[src/rtl/riscv_pkg.sv]
// riscv_pkg: shared core widths, ALU select encodings and the ID/EX pipeline record.
package riscv_pkg;

    localparam int XLEN      = 32;
    localparam int REG_AW    = 5;
    localparam int ALU_SEL_W = 4;

    typedef enum logic [ALU_SEL_W-1:0] {
        ALU_ADD  = 4'd0,
        ALU_SUB  = 4'd1,
        ALU_SLL  = 4'd2,
        ALU_SLT  = 4'd3,
        ALU_SLTU = 4'd4,
        ALU_XOR  = 4'd5,
        ALU_SRL  = 4'd6,
        ALU_SRA  = 4'd7,
        ALU_OR   = 4'd8,
        ALU_AND  = 4'd9,
        ALU_NOP  = 4'hF
    } alu_sel_e;

    typedef struct packed {
        logic                 valid;
        logic [XLEN-1:0]      pc;
        logic [XLEN-1:0]      rs1_data;
        logic [XLEN-1:0]      rs2_data;
        logic [XLEN-1:0]      imm;
        logic [REG_AW-1:0]    rs1_addr;
        logic [REG_AW-1:0]    rs2_addr;
        logic [REG_AW-1:0]    rd_addr;
        logic [ALU_SEL_W-1:0] alu_sel;
        logic                 alu_src_pc;
        logic                 alu_src_imm;
        logic                 reg_write;
        logic                 mem_read;
        logic                 mem_write;
    } id_ex_t;

    // Empty stage: all control off, ALU idle, datapath zeroed.
    function automatic id_ex_t id_ex_bubble();
        id_ex_t b;
        b         = '0;
        b.alu_sel = ALU_NOP;
        return b;
    endfunction

endpackage

[src/rtl/id_ex_stage_forward_unit.sv]
// forward_unit: EX operand forwarding and ID hazard detection.
// ID_EX_FORWARDING_EN selects MEM/WB bypass with load-use stalls; otherwise no bypass and stall on any RAW.
module forward_unit
    import riscv_pkg::*;
(
    input  logic [REG_AW-1:0] rs1_addr_i,
    input  logic [REG_AW-1:0] rs2_addr_i,
    input  logic [XLEN-1:0]   rs1_data_i,
    input  logic [XLEN-1:0]   rs2_data_i,
    input  logic [REG_AW-1:0] mem_rd_addr_i,
    input  logic              mem_reg_write_i,
    input  logic [XLEN-1:0]   mem_result_i,
    input  logic [REG_AW-1:0] wb_rd_addr_i,
    input  logic              wb_reg_write_i,
    input  logic [XLEN-1:0]   wb_result_i,
    input  logic              id_valid_i,
    input  logic [REG_AW-1:0] id_rs1_addr_i,
    input  logic [REG_AW-1:0] id_rs2_addr_i,
    input  logic              ex_valid_i,
    input  logic              ex_mem_read_i,
    input  logic              ex_reg_write_i,
    input  logic [REG_AW-1:0] ex_rd_addr_i,
    output logic [XLEN-1:0]   rs1_fwd_o,
    output logic [XLEN-1:0]   rs2_fwd_o,
    output logic              hazard_stall_o
);

    // x0 is never a real producer.
    function automatic logic hit(input logic we, input logic [REG_AW-1:0] rd, input logic [REG_AW-1:0] rs);
        return we && rd != '0 && rd == rs;
    endfunction

`ifdef ID_EX_FORWARDING_EN
    assign rs1_fwd_o = hit(mem_reg_write_i, mem_rd_addr_i, rs1_addr_i) ? mem_result_i :
                       hit(wb_reg_write_i, wb_rd_addr_i, rs1_addr_i)   ? wb_result_i  : rs1_data_i;
    assign rs2_fwd_o = hit(mem_reg_write_i, mem_rd_addr_i, rs2_addr_i) ? mem_result_i :
                       hit(wb_reg_write_i, wb_rd_addr_i, rs2_addr_i)   ? wb_result_i  : rs2_data_i;
    assign hazard_stall_o = id_valid_i && ex_valid_i && ex_mem_read_i &&
                            (hit(1'b1, ex_rd_addr_i, id_rs1_addr_i) || hit(1'b1, ex_rd_addr_i, id_rs2_addr_i));
    logic unused_fwd;
    assign unused_fwd = ex_reg_write_i;
`else
    assign rs1_fwd_o = rs1_data_i;
    assign rs2_fwd_o = rs2_data_i;
    assign hazard_stall_o = id_valid_i &&
                            (hit(ex_valid_i & ex_reg_write_i, ex_rd_addr_i, id_rs1_addr_i) ||
                             hit(ex_valid_i & ex_reg_write_i, ex_rd_addr_i, id_rs2_addr_i) ||
                             hit(mem_reg_write_i, mem_rd_addr_i, id_rs1_addr_i) ||
                             hit(mem_reg_write_i, mem_rd_addr_i, id_rs2_addr_i));
    logic unused_fwd;
    assign unused_fwd = ^{rs1_addr_i, rs2_addr_i, mem_result_i, wb_rd_addr_i, wb_reg_write_i, wb_result_i, ex_mem_read_i};
`endif

endmodule

[src/rtl/id_ex_stage.sv]
// id_ex_stage: ID/EX pipeline register with operand selection, flush/stall and hazard bubbles.
// Build with ID_EX_FORWARDING_EN for MEM/WB operand bypass; without it hazard_stall covers all RAW cases.
module id_ex_stage
    import riscv_pkg::*;
(
    input  logic                 clk,
    input  logic                 rst,
    input  logic                 id_valid,
    input  logic [XLEN-1:0]      id_pc,
    input  logic [XLEN-1:0]      id_rs1_data,
    input  logic [XLEN-1:0]      id_rs2_data,
    input  logic [XLEN-1:0]      id_imm,
    input  logic [REG_AW-1:0]    id_rs1_addr,
    input  logic [REG_AW-1:0]    id_rs2_addr,
    input  logic [REG_AW-1:0]    id_rd_addr,
    input  logic [ALU_SEL_W-1:0] id_alu_sel,
    input  logic                 id_alu_src_pc,
    input  logic                 id_alu_src_imm,
    input  logic                 id_reg_write,
    input  logic                 id_mem_read,
    input  logic                 id_mem_write,
    input  logic                 stall,
    input  logic                 flush,
    input  logic [REG_AW-1:0]    mem_rd_addr,
    input  logic                 mem_reg_write,
    input  logic [XLEN-1:0]      mem_result,
    input  logic [REG_AW-1:0]    wb_rd_addr,
    input  logic                 wb_reg_write,
    input  logic [XLEN-1:0]      wb_result,
    output logic                 ex_valid,
    output logic [XLEN-1:0]      ex_a,
    output logic [XLEN-1:0]      ex_b,
    output logic [ALU_SEL_W-1:0] ex_alu_sel,
    output logic [XLEN-1:0]      ex_store_data,
    output logic [XLEN-1:0]      ex_pc,
    output logic [REG_AW-1:0]    ex_rd_addr,
    output logic                 ex_reg_write,
    output logic                 ex_mem_read,
    output logic                 ex_mem_write,
    output logic                 hazard_stall
);

    id_ex_t          stage_q, stage_d, cap;
    logic [XLEN-1:0] rs1_fwd, rs2_fwd;

    always_comb begin
        cap             = '0;
        cap.valid       = id_valid;
        cap.pc          = id_pc;
        cap.rs1_data    = id_rs1_data;
        cap.rs2_data    = id_rs2_data;
        cap.imm         = id_imm;
        cap.rs1_addr    = id_rs1_addr;
        cap.rs2_addr    = id_rs2_addr;
        cap.rd_addr     = id_rd_addr;
        cap.alu_sel     = id_alu_sel;
        cap.alu_src_pc  = id_alu_src_pc;
        cap.alu_src_imm = id_alu_src_imm;
        cap.reg_write   = id_reg_write & id_valid;
        cap.mem_read    = id_mem_read & id_valid;
        cap.mem_write   = id_mem_write & id_valid;
    end

    // flush beats stall beats hazard bubble beats load
    always_comb begin
        stage_d = flush ? id_ex_bubble() : stall ? stage_q : hazard_stall ? id_ex_bubble() : cap;
    end

    always_ff @(posedge clk) begin
        if (rst) stage_q <= id_ex_bubble();
        else     stage_q <= stage_d;
    end

    forward_unit u_fwd (
        .rs1_addr_i     (stage_q.rs1_addr),
        .rs2_addr_i     (stage_q.rs2_addr),
        .rs1_data_i     (stage_q.rs1_data),
        .rs2_data_i     (stage_q.rs2_data),
        .mem_rd_addr_i  (mem_rd_addr),
        .mem_reg_write_i(mem_reg_write),
        .mem_result_i   (mem_result),
        .wb_rd_addr_i   (wb_rd_addr),
        .wb_reg_write_i (wb_reg_write),
        .wb_result_i    (wb_result),
        .id_valid_i     (id_valid),
        .id_rs1_addr_i  (id_rs1_addr),
        .id_rs2_addr_i  (id_rs2_addr),
        .ex_valid_i     (stage_q.valid),
        .ex_mem_read_i  (ex_mem_read),
        .ex_reg_write_i (ex_reg_write),
        .ex_rd_addr_i   (stage_q.rd_addr),
        .rs1_fwd_o      (rs1_fwd),
        .rs2_fwd_o      (rs2_fwd),
        .hazard_stall_o (hazard_stall)
    );

    assign ex_valid      = stage_q.valid;
    assign ex_a          = stage_q.alu_src_pc ? stage_q.pc : rs1_fwd;
    assign ex_b          = stage_q.alu_src_imm ? stage_q.imm : rs2_fwd;
    assign ex_alu_sel    = stage_q.alu_sel;
    assign ex_store_data = rs2_fwd;
    assign ex_pc         = stage_q.pc;
    assign ex_rd_addr    = stage_q.rd_addr;
    assign ex_reg_write  = stage_q.valid & stage_q.reg_write;
    assign ex_mem_read   = stage_q.valid & stage_q.mem_read;
    assign ex_mem_write  = stage_q.valid & stage_q.mem_write;

endmodule

[config.mk]
export PLATFORM = sky130hd
export DESIGN_NAME = id_ex_stage
export DESIGN_NICKNAME = d
export VERILOG_FILES = /design/src/rtl/riscv_pkg.sv /design/src/rtl/id_ex_stage_forward_unit.sv /design/src/rtl/id_ex_stage.sv
export SDC_FILE = /design/constraint.sdc
export NUM_CORES = 1
export LEC_CHECK = 0
export ABC_AREA = 1
export ABC_CLOCK_PERIOD_IN_PS = 2770
export BUFFER_PORTS_ARGS = -buffer_cell sky130_fd_sc_hd__buf_2
export CORE_ASPECT_RATIO = 1.75
export CORE_MARGIN = 10
export CORE_UTILIZATION = 45
export DETAILED_ROUTE_END_ITERATION = 8
export GPL_TIMING_DRIVEN = 0
export PLACE_DENSITY_LB_ADDON = 0.12
export SYNTH_ARGS = -nofsm -noshare
export SYNTH_HDL_FRONTEND = slang
export SYNTH_SLANG_ARGS = --single-unit
[constraint.sdc]
create_clock -name clk -period 2.77 [get_ports clk]
set_clock_uncertainty 0.15 [all_clocks]
set_input_delay 0.1385 -clock clk [delete_from_list [all_inputs] [get_ports clk]]
set_output_delay 0.1385 -clock clk [all_outputs]
set_load 0.02 [all_outputs]
==> impl_summary.log, run 1 <==
INFO  metric outcome = finished, final reports clean
INFO  metric yosysSeqAreaShare = 0.341
INFO  metric numPlacedInstances = 1,710
INFO  metric adder_cell_area_share_of_the_yosys_netlist = 0
INFO  metric power_switching_share = 0.280
INFO  metric rrSetupSlack = 0.42 ns
INFO  metric p_per_area = 455 nW/um^2
INFO  metric syn_to_final_growth = 46.8%
INFO  metric final_std_cells_w_o_fill = 1,893
INFO  metric synth-xor-area-share = 0.00522
INFO  metric rr_worst_depth = 12
INFO  metric synth_top_family_by_area = simple AND/OR/NAND/NOR gates
INFO  metric worst-slew-pin-transition = 0.800 ns
INFO  metric dieHeight = 201 um
INFO  metric number_of_gates_on_the_worst_path_with_buffers_counted = 4
INFO  metric worstPathBufferInverterCount = 3
INFO  metric post-place-ws = 0.660 ns
INFO  metric critical-path-top-cell-by-count = sky130_fd_sc_hd__clkbuf_1
INFO  metric port_buffers = 303
INFO  metric startpoint_type = flip-flop
INFO  metric cpLargestDelayFamily = buffers and inverters
INFO  metric post-synth-top-area-fraction = 0.341
INFO  metric critPathMaxFanout = 10
INFO  metric antenna_found_initial = 1
INFO  metric synth_simple_gate_area_share = 0.256
INFO  metric grt_setup_unrepaired = no
INFO  metric num_vias = 8,693
INFO  metric clkSinkCount = 143
INFO  metric crit_path_top_delay_cell = sky130_fd_sc_hd__clkbuf_1
INFO  metric combPwrFrac = 0.187
INFO  metric library_cell_occupying_the_most_area_in_the_post_synthesis_netlist = sky130_fd_sc_hd__dfxtp_1
INFO  metric grt_pass1_wl = 46,500 um
INFO  metric design_area = 12,300 um^2
INFO  metric max_slew_violation_count = 0
INFO  metric hold_path_class = in -> reg
INFO  metric ys.warnings.count = 0
INFO  metric power_report.internal_total = 4040 uW
INFO  metric crit_type = reg -> out
INFO  metric tritoncts_clock_tree = built
INFO  metric final_period_minus_worst_setup_slack = 2.55 ns
INFO  metric track_usage = 0.233
INFO  metric detailedRoute.firstPassIterationCount = 5
INFO  metric vias_per_cell = 4.59
INFO  metric vdd.ir_drop.worst = 0.000398 V
INFO  metric floorplan_die_width = 123 um
INFO  metric timing.critical_path.required = 2.48 ns
INFO  metric setup_total_negative_slack = 0 ns
INFO  metric hold_path.startpoint = mem_reg_write
INFO  metric synthesis.nets = 1,402
INFO  metric number_of_global_route_vias_before_repair = 9,225
INFO  metric timing.max_cap.violations = 0
INFO  metric post_synth_num_cell_types = 23
INFO  metric share_clk_of_total_power = 0.426
INFO  metric synth.mux.area_fraction = 0.0858
INFO  metric post-dp-hpwl = 21,000 um
INFO  metric hold_path_sink = ex_valid$_SDFFE_PP0N_
INFO  metric final_min_period_over_clock_period = 0.921
INFO  metric wl_per_cell = 15.5 um
INFO  metric coreArea = 18,500 um^2
INFO  metric final.fill_count = 1,650
INFO  metric cp_cell_sequence = clkbuf_1 -> clkbuf_1 -> mux2_2 -> buf_2
INFO  metric timing.fmax = 0.392 GHz
INFO  metric hold_ws = 0.0346 ns
INFO  metric post_synth_inst_count = 1,169
INFO  metric placement.cell_area = 10,200 um^2
INFO  metric wl = 29,400 um
INFO  metric worst_hold_path.num_cells = 6
INFO  metric worstReg2RegEnd = ex_alu_sel[3]$_SDFFE_PP1N_
INFO  metric drcViolationCount = 0
INFO  metric netSwitchingPower = 1570 uW
INFO  metric postLayoutSetupSlackWorst = 0.218 ns
INFO  metric cts-root-buf = sky130_fd_sc_hd__clkbuf_16
INFO  metric finish.net_count = 1,874
INFO  metric routabilityCongestion = 0.861
INFO  metric ctsLongestPathBuffers = 2
INFO  metric power.sequential.fraction = 0.387
INFO  metric drtIter0Drc = 376
INFO  metric synth_compound_gate_area_share = 0.124
INFO  metric critPathMaxStageDelay = 0.57 ns
INFO  metric netlist_area = 8400 um^2
INFO  metric flip_flop_and_latch_count_after_synthesis = 143
INFO  metric row_count = 66
INFO  metric ctsHtreeMaxLevel = 4
INFO  metric leakage = 0.00633 uW
INFO  metric grt_max_degree = 17
INFO  metric floorplan.initialDensity = 0.454
INFO  metric final_layout_size_suffix_gt1_frac = 0.407
INFO  metric worst_setup_path_end_kind = output pin
INFO  metric clock_insertion_delay_worst_skew = 0.41 ns
INFO  metric worst_max_slew_margin_expressed_relative_to_the_limit = 0.467
INFO  metric syn_area_per_cell = 7.18 um^2
INFO  metric timing_hold_violations_final = 0
INFO  metric clock_transition_at_path_regs = 0.06 ns
INFO  metric grt-ovfl-total = 0
INFO  metric cts_made_buffers = 17
INFO  metric worst_ep_arrival_time = 2.26 ns
INFO  metric rr_startpoint = ex_rd_addr[1]$_SDFFE_PP0N_
INFO  metric yosys-top-cells-area = sky130_fd_sc_hd__dfxtp_1, sky130_fd_sc_hd__nand2_1, sky130_fd_sc_hd__a21oi_2
INFO  metric drtAntennaViolNets = 0
INFO  metric die_area = 24,700 um^2
INFO  metric num_io_pins = 375
INFO  metric timing.final.setup_violations = 0
==> routing by layer <==
layer	part of all wire	track usage	vias up
met3	0.066	0.0586	68
met5	0	0	-
met4	0.042	0.112	0
met2	0.52	0.423	263
li1	-	-	4404
met1	0.37	0.235	3958
==> kinds of logic (layout without fill, tap and decap cells) <==
family,after synthesis,in the layout
AOI/OAI and AO/OA,141,141
xor gates and xnor gates,5,5
buffers and inverters,312,797
DFF,143,143
muxes,64,64
other,0,1
and+or+nand+nor,504,504
==> cells in the mapped netlist, drive strengths merged <==
cell	instances
mux2	64
xnor2	4
nand4	4
clkbuf	52
a21oi	139
buf	90
inv	170
dfxtp	143
nor2	146
nand3	6
nand2	348
xor2	1
o21ai	2
==> worst reg2reg max path, stage by stage, from the launching register on <==
cell                            delay, ns
sky130_fd_sc_hd__dfxtp_1             0.37
sky130_fd_sc_hd__inv_1               0.10
sky130_fd_sc_hd__nand4_1             0.10
sky130_fd_sc_hd__o21ai_0             0.16
sky130_fd_sc_hd__inv_1               0.09
sky130_fd_sc_hd__nand2_4             0.09
sky130_fd_sc_hd__nand2_2             0.06
sky130_fd_sc_hd__nand2_4             0.11
sky130_fd_sc_hd__buf_2               0.25
sky130_fd_sc_hd__nand2_1             0.08
sky130_fd_sc_hd__nand2_1             0.06
sky130_fd_sc_hd__nand2_1             0.05
sky130_fd_sc_hd__dlygate4sd3_1       0.56
==> layout by cell type (no fill, tap or decap) <==
master                            n
sky130_fd_sc_hd__buf_1            1
sky130_fd_sc_hd__dfxtp_1        143
sky130_fd_sc_hd__clkinv_4         6
sky130_fd_sc_hd__inv_6            4
sky130_fd_sc_hd__nand4_1          4
sky130_fd_sc_hd__clkbuf_1        52
sky130_fd_sc_hd__buf_4           73
sky130_fd_sc_hd__clkbuf_8         3
sky130_fd_sc_hd__buf_6            1
sky130_fd_sc_hd__a21oi_2         89
sky130_fd_sc_hd__bufinv_16        2
sky130_fd_sc_hd__xor2_1           1
sky130_fd_sc_hd__a21oi_1         50
sky130_fd_sc_hd__nand2_4          2
sky130_fd_sc_hd__o21ai_0          1
sky130_fd_sc_hd__nand3_1          6
sky130_fd_sc_hd__buf_2          308
sky130_fd_sc_hd__xnor2_1          4
sky130_fd_sc_hd__clkbuf_16       17
sky130_fd_sc_hd__buf_12           1
sky130_fd_sc_hd__nor2_1         146
sky130_fd_sc_hd__nand2_1        255
sky130_fd_sc_hd__inv_1          167
sky130_fd_sc_hd__o21ai_1          1
sky130_fd_sc_hd__buf_8            9
sky130_fd_sc_hd__nand2_2         91
sky130_fd_sc_hd__mux2_2          64
sky130_fd_sc_hd__diode_2          1
sky130_fd_sc_hd__inv_2            3
sky130_fd_sc_hd__dlygate4sd3_1  150
==> stage by stage <==
stage	utilization	power, uW
finish	0.666	5610
global route	0.666	5820
CTS	0.666	5630
detailed placement	0.552	3080
global placement	0.552	3070
floorplan	-	2770
==> repair_timing <==
item                       CTS  global route
setup endpoints to repair    0             0
gates resized for setup      0             0
hold endpoints to repair   143             0
hold buffers               150             0
setup buffers                0             0
==> how the worst max path moves through the flow <==
stage | start | end | slack [ns]
after floorplan | ex_valid$_SDFFE_PP0N_ | hazard_stall | 0.95
after global placement | stall | ex_alu_sel[1]$_SDFFE_PP1N_ | 0.65
after detailed placement | stall | stage_q[74]$_SDFFE_PP0N_ | 0.66
after CTS | stage_q[4]$_SDFFE_PP0N_ | ex_a[2] | 0.22
after global routing | stage_q[4]$_SDFFE_PP0N_ | ex_a[5] | 0.17
final | stage_q[4]$_SDFFE_PP0N_ | ex_a[2] | 0.22
==> layout make-up <==
| cell class | instances | area (um^2) | share of cell area |
|---|---|---|---|
| diodes | 1 | 2.50 | 0.000203 |
| plain buffers | 142 | 938 | 0.0761 |
| clock buffers | 20 | 467 | 0.0379 |
| clock inverters | 12 | 148 | 0.0120 |
| inverters | 170 | 638 | 0.0518 |
| multi-input cells | 714 | 3960 | 0.321 |
| flip-flops and latches | 143 | 2860 | 0.232 |
| well taps | 238 | 298 | 0.0242 |
| repair buffers | 453 | 3020 | 0.245 |
==> power groups by stage <==
stage	sequential, uW	clock (uW)	combinational (uW)
2_1_floorplan	2200	0	573
3_3_place_gp	2210	0	860
3_5_place_dp	2210	0	869
4_1_cts	2170	2420	1040
5_1_grt	2180	2490	1150
6_report	2170	2390	1050
==> registers in the layout, summed over array words and instances, names as in the netlist <==
register    count
stage_q       101
ex_rd_addr      5
ex_alu_sel      4
ex_pc          32
ex_valid        1
No activity file was read; power rests on OpenSTA's default activity.
==> run 2: changes to the inputs <==
--- a/config.mk
+++ b/config.mk
@@ -5,13 +5,11 @@
 export SDC_FILE = /design/constraint.sdc
 export NUM_CORES = 1
 export LEC_CHECK = 0
-export ABC_AREA = 1
 export ABC_CLOCK_PERIOD_IN_PS = 2770
 export BUFFER_PORTS_ARGS = -buffer_cell sky130_fd_sc_hd__buf_2
-export CORE_ASPECT_RATIO = 1.75
-export CORE_MARGIN = 10
-export CORE_UTILIZATION = 45
+export CORE_AREA = 10 10 137 139
 export DETAILED_ROUTE_END_ITERATION = 8
+export DIE_AREA = 0 0 147 149
 export GPL_TIMING_DRIVEN = 0
 export PLACE_DENSITY_LB_ADDON = 0.12
 export SYNTH_ARGS = -nofsm -noshare
==> impl_summary.log, run 2 <==
INFO  metric outcome = finished, final reports clean
INFO  metric timing.fmax = 0.393 GHz (+0.26%)
INFO  metric drtIter0Drc = 207 (-45%)
INFO  metric num_vias = 5,771 (-34%)
INFO  metric leakage = 0.00488 uW (-23%)
INFO  metric wl_per_cell = 17.8 um (+15%)
INFO  metric synthMostInstantiatedCell = sky130_fd_sc_hd__dfxtp_1
INFO  metric netlist_area = 5970 um^2 (-29%)
INFO  metric track_usage = 0.192 (-0.0404)
INFO  metric drtAntennaViolNets = 0 (unchanged)
INFO  metric max_flop_register = stage_q
INFO  metric grt-ovfl-total = 0 (unchanged)
INFO  metric synthesis.nets = 759 (-46%)
INFO  metric post-synth-top-area-fraction = 0.480 (+0.139)
INFO  metric grt_setup_unrepaired = no
INFO  metric setup_total_negative_slack = 0 ns (unchanged)
INFO  metric post-cts-setup-buffer-count = 0 (unchanged)
INFO  metric synth_enable_flop_cells = 0 (unchanged)
INFO  metric multi_input_area = 2340 um^2 (-41%)
INFO  metric largest_reg_flops = 101 (unchanged)
INFO  metric library_cell_occupying_the_most_area_in_the_post_synthesis_netlist = sky130_fd_sc_hd__dfxtp_1
INFO  metric post_cts_resize_count = 0 (unchanged)
INFO  metric row_count = 47 (-29%)
INFO  metric max_slew_violation_count = 0 (unchanged)
INFO  metric number_of_global_route_vias_before_repair = 6,343 (-31%)
INFO  metric cts-root-buf = sky130_fd_sc_hd__clkbuf_16
INFO  metric ys.warnings.count = 0 (unchanged)
INFO  metric final.fill_count = 1,323 (-20%)
INFO  metric tritoncts_clock_tree = built
INFO  metric vias_per_cell = 4.69 (+2.2%)
INFO  metric p_per_area = 537 nW/um^2 (+18%)
INFO  metric ctsHtreeMaxLevel = 4 (unchanged)
INFO  metric routabilityCongestion = 0.818 (-5.0%)
INFO  metric final_period_minus_worst_setup_slack = 2.55 ns (-0.00667 ns)
INFO  metric yosysSeqAreaShare = 0.480 (+0.139)
INFO  metric port_buffers = 304 (+0.33%)
INFO  metric synth_ff_type = sky130_fd_sc_hd__dfxtp_1
INFO  metric final_cell_mix = sky130_fd_sc_hd__buf_2, sky130_fd_sc_hd__dlygate4sd3_1, sky130_fd_sc_hd__dfxtp_1, sky130_fd_sc_hd__a22o_1, sky130_fd_sc_hd__buf_4
INFO  metric post-place-ws = 0.239 ns (-0.421 ns)
INFO  metric timing.critical_path.required = 2.97 ns (+0.49 ns)
INFO  metric design_area = 9860 um^2 (-20%)
INFO  metric worst_setup_path_end_kind = flip-flop
INFO  metric seqCellArea = 2860 um^2 (unchanged)
INFO  metric final_min_period_over_clock_period = 0.919 (-0.00241)
INFO  metric cts_made_buffers = 17 (unchanged)
INFO  metric dieHeight = 149 um (-26%)
INFO  metric final_std_cells_w_o_fill = 1,230 (-35%)
INFO  metric postSynth.asyncResetShare = 0 (unchanged)
INFO  metric vdd.ir_drop.worst = 0.000397 V (-0.29%)
INFO  metric wl = 21,900 um (-26%)
INFO  metric worst_ep_arrival_time = 2.75 ns (+0.49 ns)
INFO  metric clock_insertion_delay_worst_skew = 0.42 ns (about the same)
INFO  metric insertedDiodeCount = 0 (-1)
INFO  metric coreArea = 16,200 um^2 (-13%)
INFO  metric clkSinkCount = 143 (unchanged)
INFO  metric antenna_found_initial = 0 (-1)
INFO  metric ctsLongestPathBuffers = 2 (unchanged)
INFO  metric floorplan_die_width = 147 um (+19%)
INFO  metric post-dp-hpwl = 16,100 um (-24%)
INFO  metric numPlacedInstances = 1,050 (-39%)
INFO  metric postLayoutSetupSlackWorst = 0.225 ns (+0.00667 ns)
INFO  metric hold_path_class = in -> reg
INFO  metric post_synth_num_cell_types = 23 (unchanged)
INFO  metric critPathMaxFanout = 10 (unchanged)
INFO  metric detailedRoute.firstPassIterationCount = 4 (-1)
INFO  metric die_area = 21,900 um^2 (-11%)
INFO  metric num_io_pins = 375 (unchanged)
INFO  metric post_synth_inst_count = 526 (-55%)
INFO  metric syn_area_per_cell = 11.3 um^2 (+58%)
INFO  metric timing.final.setup_violations = 0 (unchanged)
INFO  metric grt_pass1_wl = 34,000 um (-27%)
INFO  metric cts_hold_buf = 148 (-1.3%)
INFO  metric worst_max_slew_margin_expressed_relative_to_the_limit = 0.572 (+0.106)
INFO  metric final_layout_size_suffix_gt1_frac = 0.483 (+0.0763)
INFO  metric clock_transition_at_path_regs = 0.06 ns (about the same)
INFO  metric crit_type = in -> reg
INFO  metric drcViolationCount = 0 (unchanged)
INFO  metric yosys-top-cells-area = sky130_fd_sc_hd__dfxtp_1, sky130_fd_sc_hd__a22o_1, sky130_fd_sc_hd__mux2_2
INFO  metric worst-slew-pin-transition = 0.642 ns (-0.159 ns)
INFO  metric syn_to_final_growth = 65.2%
INFO  metric grt_max_degree = 17 (unchanged)
INFO  metric flip_flop_and_latch_count_after_synthesis = 143 (unchanged)
INFO  metric floorplan.initialDensity = 0.369 (-0.0849)
INFO  metric mostFrequentLayoutCell = sky130_fd_sc_hd__buf_2
INFO  metric timing_hold_violations_final = 0 (unchanged)
INFO  metric startpoint_type = input pin
INFO  metric synth.top_cells.by_count = sky130_fd_sc_hd__dfxtp_1, sky130_fd_sc_hd__a22o_1, sky130_fd_sc_hd__buf_4, sky130_fd_sc_hd__mux2_2, sky130_fd_sc_hd__clkbuf_1
INFO  metric placement.cell_area = 7760 um^2 (-24%)
INFO  metric finish.net_count = 1,230 (-34%)
INFO  metric timing.max_cap.violations = 0 (unchanged)
run 2: logic make-up (layout without fill, tap and decap cells):
family | Yosys count | count (layout) | synth area share
AND/OR/NAND/NOR | 34 | 34 | 0.0273
AO/OA/AOI/OAI | 148 | 148 | 0.215
flip-flops | 143 | 143 | 0.480
multiplexers | 64 | 64 | 0.121
buffers and inverters | 117 | 601 | 0.128
XOR/XNOR | 20 | 20 | 0.0294
run 2: worst max-delay path: stages:
cell and delay (ns):
sky130_fd_sc_hd__dlygate4sd3_1 0.52, sky130_fd_sc_hd__buf_2 0.13, sky130_fd_sc_hd__and2_1 0.12, sky130_fd_sc_hd__clkbuf_1 0.21, sky130_fd_sc_hd__clkbuf_1 0.43, sky130_fd_sc_hd__clkbuf_1 0.44, sky130_fd_sc_hd__nand2_1 0.10, sky130_fd_sc_hd__o31ai_1 0.07
sky130_fd_sc_hd__dlygate4sd3_1 0.58
run 2: final timing paths:
| kind | startpoint | cells after the start | slack, ns | end |
|---|---|---|---|---|
| min reg2reg | stage_q[1]$_SDFFE_PP0N_ | 2 | 0.31 | stage_q[1]$_SDFFE_PP0N_ |
| max | stall | 9 | 0.22 | ex_valid$_SDFFE_PP0N_ |
| min | rst | 5 | 0.03 | ex_alu_sel[2]$_SDFFE_PP1N_ |
| max reg2reg | ex_rd_addr[0]$_SDFFE_PP0N_ | 7 | 0.26 | stage_q[52]$_SDFFE_PP0N_ |
run 2: layout make-up:
type,count,area share
timing repair buffer,452,0.305
sequential,143,0.290
multi-input combinational,266,0.237
buffer,112,0.0757
clock buffer,18,0.0435
tap,220,0.0279
clock inverter,14,0.0184
inverter,5,0.00190
run 2: where the power goes:
| group | switching (uW) | internal, uW |
|---|---|---|
| registers | 48.9 | 2130 |
| logic | 332 | 418 |
| clock network | 939 | 1430 |
run 2: through the flow:
step / power, uW / hold slack (ns) / util
final: 5300 / 0.0255 / 0.609
after global routing: 5500 / 0.0759 / 0.609
after CTS: 5350 / 0.0161 / 0.609
after detailed placement: 2800 / 0.200 / 0.480
after global placement: 2800 / 0.198 / 0.480
after floorplan: 2540 / 0.114 / -
run 2: per-layer routing:
| layer | up-vias | part of all wire | GRT usage |
|---|---|---|---|
| met2 | 236 | 0.49 | 0.330 |
| met5 | - | 0 | 0 |
| met4 | 0 | 0.018 | 0.0689 |
| met3 | 32 | 0.079 | 0.0689 |
| li1 | 2808 | - | - |
| met1 | 2695 | 0.41 | 0.216 |
==> run 3: changes to the inputs <==
--- a/config.mk
+++ b/config.mk
@@ -5,7 +5,7 @@
 export SDC_FILE = /design/constraint.sdc
 export NUM_CORES = 1
 export LEC_CHECK = 0
-export ABC_CLOCK_PERIOD_IN_PS = 2770
+export ABC_CLOCK_PERIOD_IN_PS = 3100
 export BUFFER_PORTS_ARGS = -buffer_cell sky130_fd_sc_hd__buf_2
 export CORE_AREA = 10 10 137 139
 export DETAILED_ROUTE_END_ITERATION = 8
==> constraint.sdc (replaced) <==
create_clock -name clk -period 3.1 [get_ports clk]
set_clock_uncertainty 0.15 [all_clocks]
set_input_delay 0.155 -clock clk [delete_from_list [all_inputs] [get_ports clk]]
set_output_delay 0.155 -clock clk [all_outputs]
set_load 0.02 [all_outputs]
==> impl_summary.log, run 3 (synthesized netlist as in run 2, its figures left out) <==
INFO  metric dieHeight = 149 um (unchanged)
INFO  metric rr_startpoint = ex_rd_addr[0]$_SDFFE_PP0N_
INFO  metric cts_made_buffers = 17 (unchanged)
INFO  metric tritoncts_clock_tree = built
INFO  metric worst_ep_arrival_time = 3.08 ns (+0.33 ns)
INFO  metric cts-root-buf = sky130_fd_sc_hd__clkbuf_16
INFO  metric largest_reg_flops = 101 (unchanged)
INFO  metric floorplan.initialDensity = 0.369 (unchanged)
INFO  metric routabilityCongestion = 0.818 (unchanged)
INFO  metric timing.max_cap.violations = 0 (unchanged)
INFO  metric timing.final.setup_violations = 0 (unchanged)
INFO  metric grt-ovfl-total = 0 (unchanged)
INFO  metric critPathMaxFanout = 10 (unchanged)
INFO  metric drtAntennaViolNets = 0 (unchanged)
INFO  metric number_of_global_route_vias_before_repair = 6,348 (+0.079%)
INFO  metric track_usage = 0.193 (+0.000511)
INFO  metric grt_max_degree = 17 (unchanged)
INFO  metric num_io_pins = 375 (unchanged)
INFO  metric final_layout_size_suffix_gt1_frac = 0.482 (-0.00143)
INFO  metric post-cts-setup-buffer-count = 0 (unchanged)
INFO  metric drtIter0Drc = 196 (-5.3%)
INFO  metric worstReg2RegEnd = ex_alu_sel[1]$_SDFFE_PP1N_
INFO  metric grt_pass1_wl = 34,100 um (+0.34%)
INFO  metric clock_transition_at_path_regs = 0.06 ns (about the same)
INFO  metric worst_setup_path_end_kind = flip-flop
INFO  metric crit_path_top_delay_cell = sky130_fd_sc_hd__or4_1
INFO  metric drcViolationCount = 0 (unchanged)
INFO  metric power_switching_share = 0.249 (about the same)
INFO  metric wl = 21,900 um (+0.14%)
INFO  metric cp_cell_sequence = or4_1 -> o21a_1 -> and2_1 -> a221oi_4 -> buf_6 -> buf_4 -> a21oi_1 -> dlygate4sd3_1
INFO  metric ctsLongestPathBuffers = 2 (unchanged)
INFO  metric crit_type = reg -> reg
INFO  metric timing.fmax = 0.341 GHz
INFO  metric final_min_period_over_clock_period = 0.947
INFO  metric vdd.ir_drop.worst = 0.000355 V (-11%)
INFO  metric vias_per_cell = 4.67 (-0.43%)
INFO  metric die_area = 21,900 um^2 (unchanged)
INFO  metric critical_path.endpoint = ex_alu_sel[1]$_SDFFE_PP1N_
INFO  metric max_slew_violation_count = 0 (unchanged)
INFO  metric clock_insertion_delay_worst_skew = 0.41 ns (about the same)
INFO  metric cpLargestDelayFamily = buffers and inverters
INFO  metric mostFrequentLayoutCell = sky130_fd_sc_hd__buf_2
INFO  metric netSwitchingPower = 1180 uW (-11%)
INFO  metric syn_to_final_growth = 65.7%
INFO  metric coreArea = 16,200 um^2 (unchanged)
INFO  metric hold_path_class = in -> reg
INFO  metric final_core_utilization = 0.612 (+0.00209)
INFO  metric detailedRoute.firstPassIterationCount = 5 (+1)
INFO  metric worstPathBufferInverterCount = 3 (-3)
INFO  metric post-dp-hpwl = 16,100 um (unchanged)
INFO  metric startpoint_type = flip-flop
INFO  metric worst_max_slew_margin_expressed_relative_to_the_limit = 0.575 (+0.00226)
INFO  metric timing.critical_path.required = 3.25 ns (+0.28 ns)
INFO  metric antenna_found_initial = 0 (unchanged)
INFO  metric insertedDiodeCount = 0 (unchanged)
INFO  metric leakage = 0.00488 uW (about the same)
INFO  metric final.fill_count = 1,318 (-0.38%)
INFO  metric combPwrFrac = 0.142 (about the same)
INFO  metric final_cell_mix = sky130_fd_sc_hd__buf_2, sky130_fd_sc_hd__dlygate4sd3_1, sky130_fd_sc_hd__dfxtp_1, sky130_fd_sc_hd__a22o_1, sky130_fd_sc_hd__buf_4
INFO  metric number_of_gates_on_the_worst_path_with_buffers_counted = 8 (-1)
INFO  metric grt_setup_unrepaired = no
INFO  metric final_std_cells_w_o_fill = 1,233 (+0.24%)
INFO  metric final_period_minus_worst_setup_slack = 2.93 ns
INFO  metric num_vias = 5,760 (-0.19%)
INFO  metric worstSetupStartpoint = ex_rd_addr[0]$_SDFFE_PP0N_
INFO  metric wl_per_cell = 17.8 um (-0.11%)
INFO  metric p_per_area = 479 nW/um^2 (-11%)
INFO  metric finish.net_count = 1,233 (+0.24%)
INFO  metric rrSetupSlack = 0.17 ns (-0.09 ns)
INFO  metric port_buffers = 304 (unchanged)
INFO  metric worst-slew-pin-transition = 0.638 ns (-0.00339 ns)
INFO  metric power_report.internal_total = 3560 uW (-11%)
INFO  metric outcome = finished, final reports clean
INFO  metric critPathMaxStageDelay = 0.56 ns (-0.02 ns)
INFO  metric row_count = 47 (unchanged)
INFO  metric share_clk_of_total_power = 0.448 (about the same)
INFO  metric floorplan_die_width = 147 um (unchanged)
INFO  metric rr_worst_depth = 8 (+1)
INFO  metric power.sequential.fraction = 0.410 (about the same)
INFO  metric setup_total_negative_slack = 0 ns (unchanged)
INFO  metric clkSinkCount = 143 (unchanged)
INFO  metric timing_hold_violations_final = 0 (unchanged)
INFO  metric numPlacedInstances = 1,050 (unchanged)
INFO  metric max_flop_register = stage_q
INFO  metric ctsHtreeMaxLevel = 4 (unchanged)
-- run 3: cell count changes in the layout (fill, tap and decap cells not counted) --
cell | previous run | this run
sky130_fd_sc_hd__buf_6 | 0 | 1
sky130_fd_sc_hd__buf_4 | 86 | 85
sky130_fd_sc_hd__dlygate4sd3_1 | 148 | 151
-- run 3: area by class of cell --
type	instances	area, um^2	area share
multi-input cells	266	2340	0.237
repair buffers	455	3030	0.307
clock buffers	18	429	0.0434
plain buffers	112	749	0.0758
flip-flops and latches	143	2860	0.289
inverters	5	18.8	0.00190
well taps	220	275	0.0278
clock inverters	14	181	0.0183
-- run 3: worst min path at each step --
stage                                           to             from  depth (start not counted)
after global routing       stage_q[1]$_SDFFE_PP0N_    mem_reg_write                          3
after CTS                  stage_q[0]$_SDFFE_PP0N_    mem_reg_write                          3
after global placement    stage_q[67]$_SDFFE_PP0N_  id_rs2_data[11]                          2
after detailed placement  stage_q[74]$_SDFFE_PP0N_  id_rs2_data[18]                          2
after floorplan              ex_pc[0]$_SDFFE_PP0N_         id_pc[0]                          1
final                      stage_q[0]$_SDFFE_PP0N_    mem_reg_write                          3
-- run 3: per-layer routing --
layer  track usage  wire length, um  vias up
met4        0.0674              457        0
met3        0.0680             1690       35
met1         0.218             8980     2687
li1              -                -     2813
met5             0                0        -
met2         0.331            10800      225
-- run 3: power groups by stage --
stage / combinational [uW] / sequential (uW) / clock, uW
after floorplan: 300 / 1970 / 0
after global placement: 517 / 1980 / 0
after detailed placement: 522 / 1980 / 0
after CTS: 673 / 1940 / 2160
after global routing: 722 / 1950 / 2240
final: 672 / 1940 / 2120
-- run 3: through the flow --
| stage | hold slack [ns] | area (um^2) | setup slack [ns] | total power, uW |
|---|---|---|---|---|
| after global placement | 0.215 | 7760 | 0.642 | 2500 |
| after CTS | 0.0746 | 9890 | 0.0731 | 4780 |
| after floorplan | 0.131 | 5970 | 0.990 | 2270 |
| after detailed placement | 0.216 | 7760 | 0.569 | 2510 |
| final | 0.0977 | 9890 | 0.166 | 4740 |
| after global routing | 0.110 | 9890 | 0.0321 | 4910 |
-- run 3: worst register-to-register path, stage by stage (launching register included) --
cell and delay (ns):
sky130_fd_sc_hd__dfxtp_1 0.36, sky130_fd_sc_hd__or4_1 0.56, sky130_fd_sc_hd__o21a_1 0.20, sky130_fd_sc_hd__and2_1 0.17
sky130_fd_sc_hd__a221oi_4 0.35, sky130_fd_sc_hd__buf_6 0.21, sky130_fd_sc_hd__buf_4 0.18, sky130_fd_sc_hd__a21oi_1 0.09
sky130_fd_sc_hd__dlygate4sd3_1 0.55
-- run 3: timing repair --
item	4_1_cts	5_1_grt
resized for setup	0	1
endpoints found under the setup margin	0	1
hold buffers	151	0
hold endpoints to repair	143	0
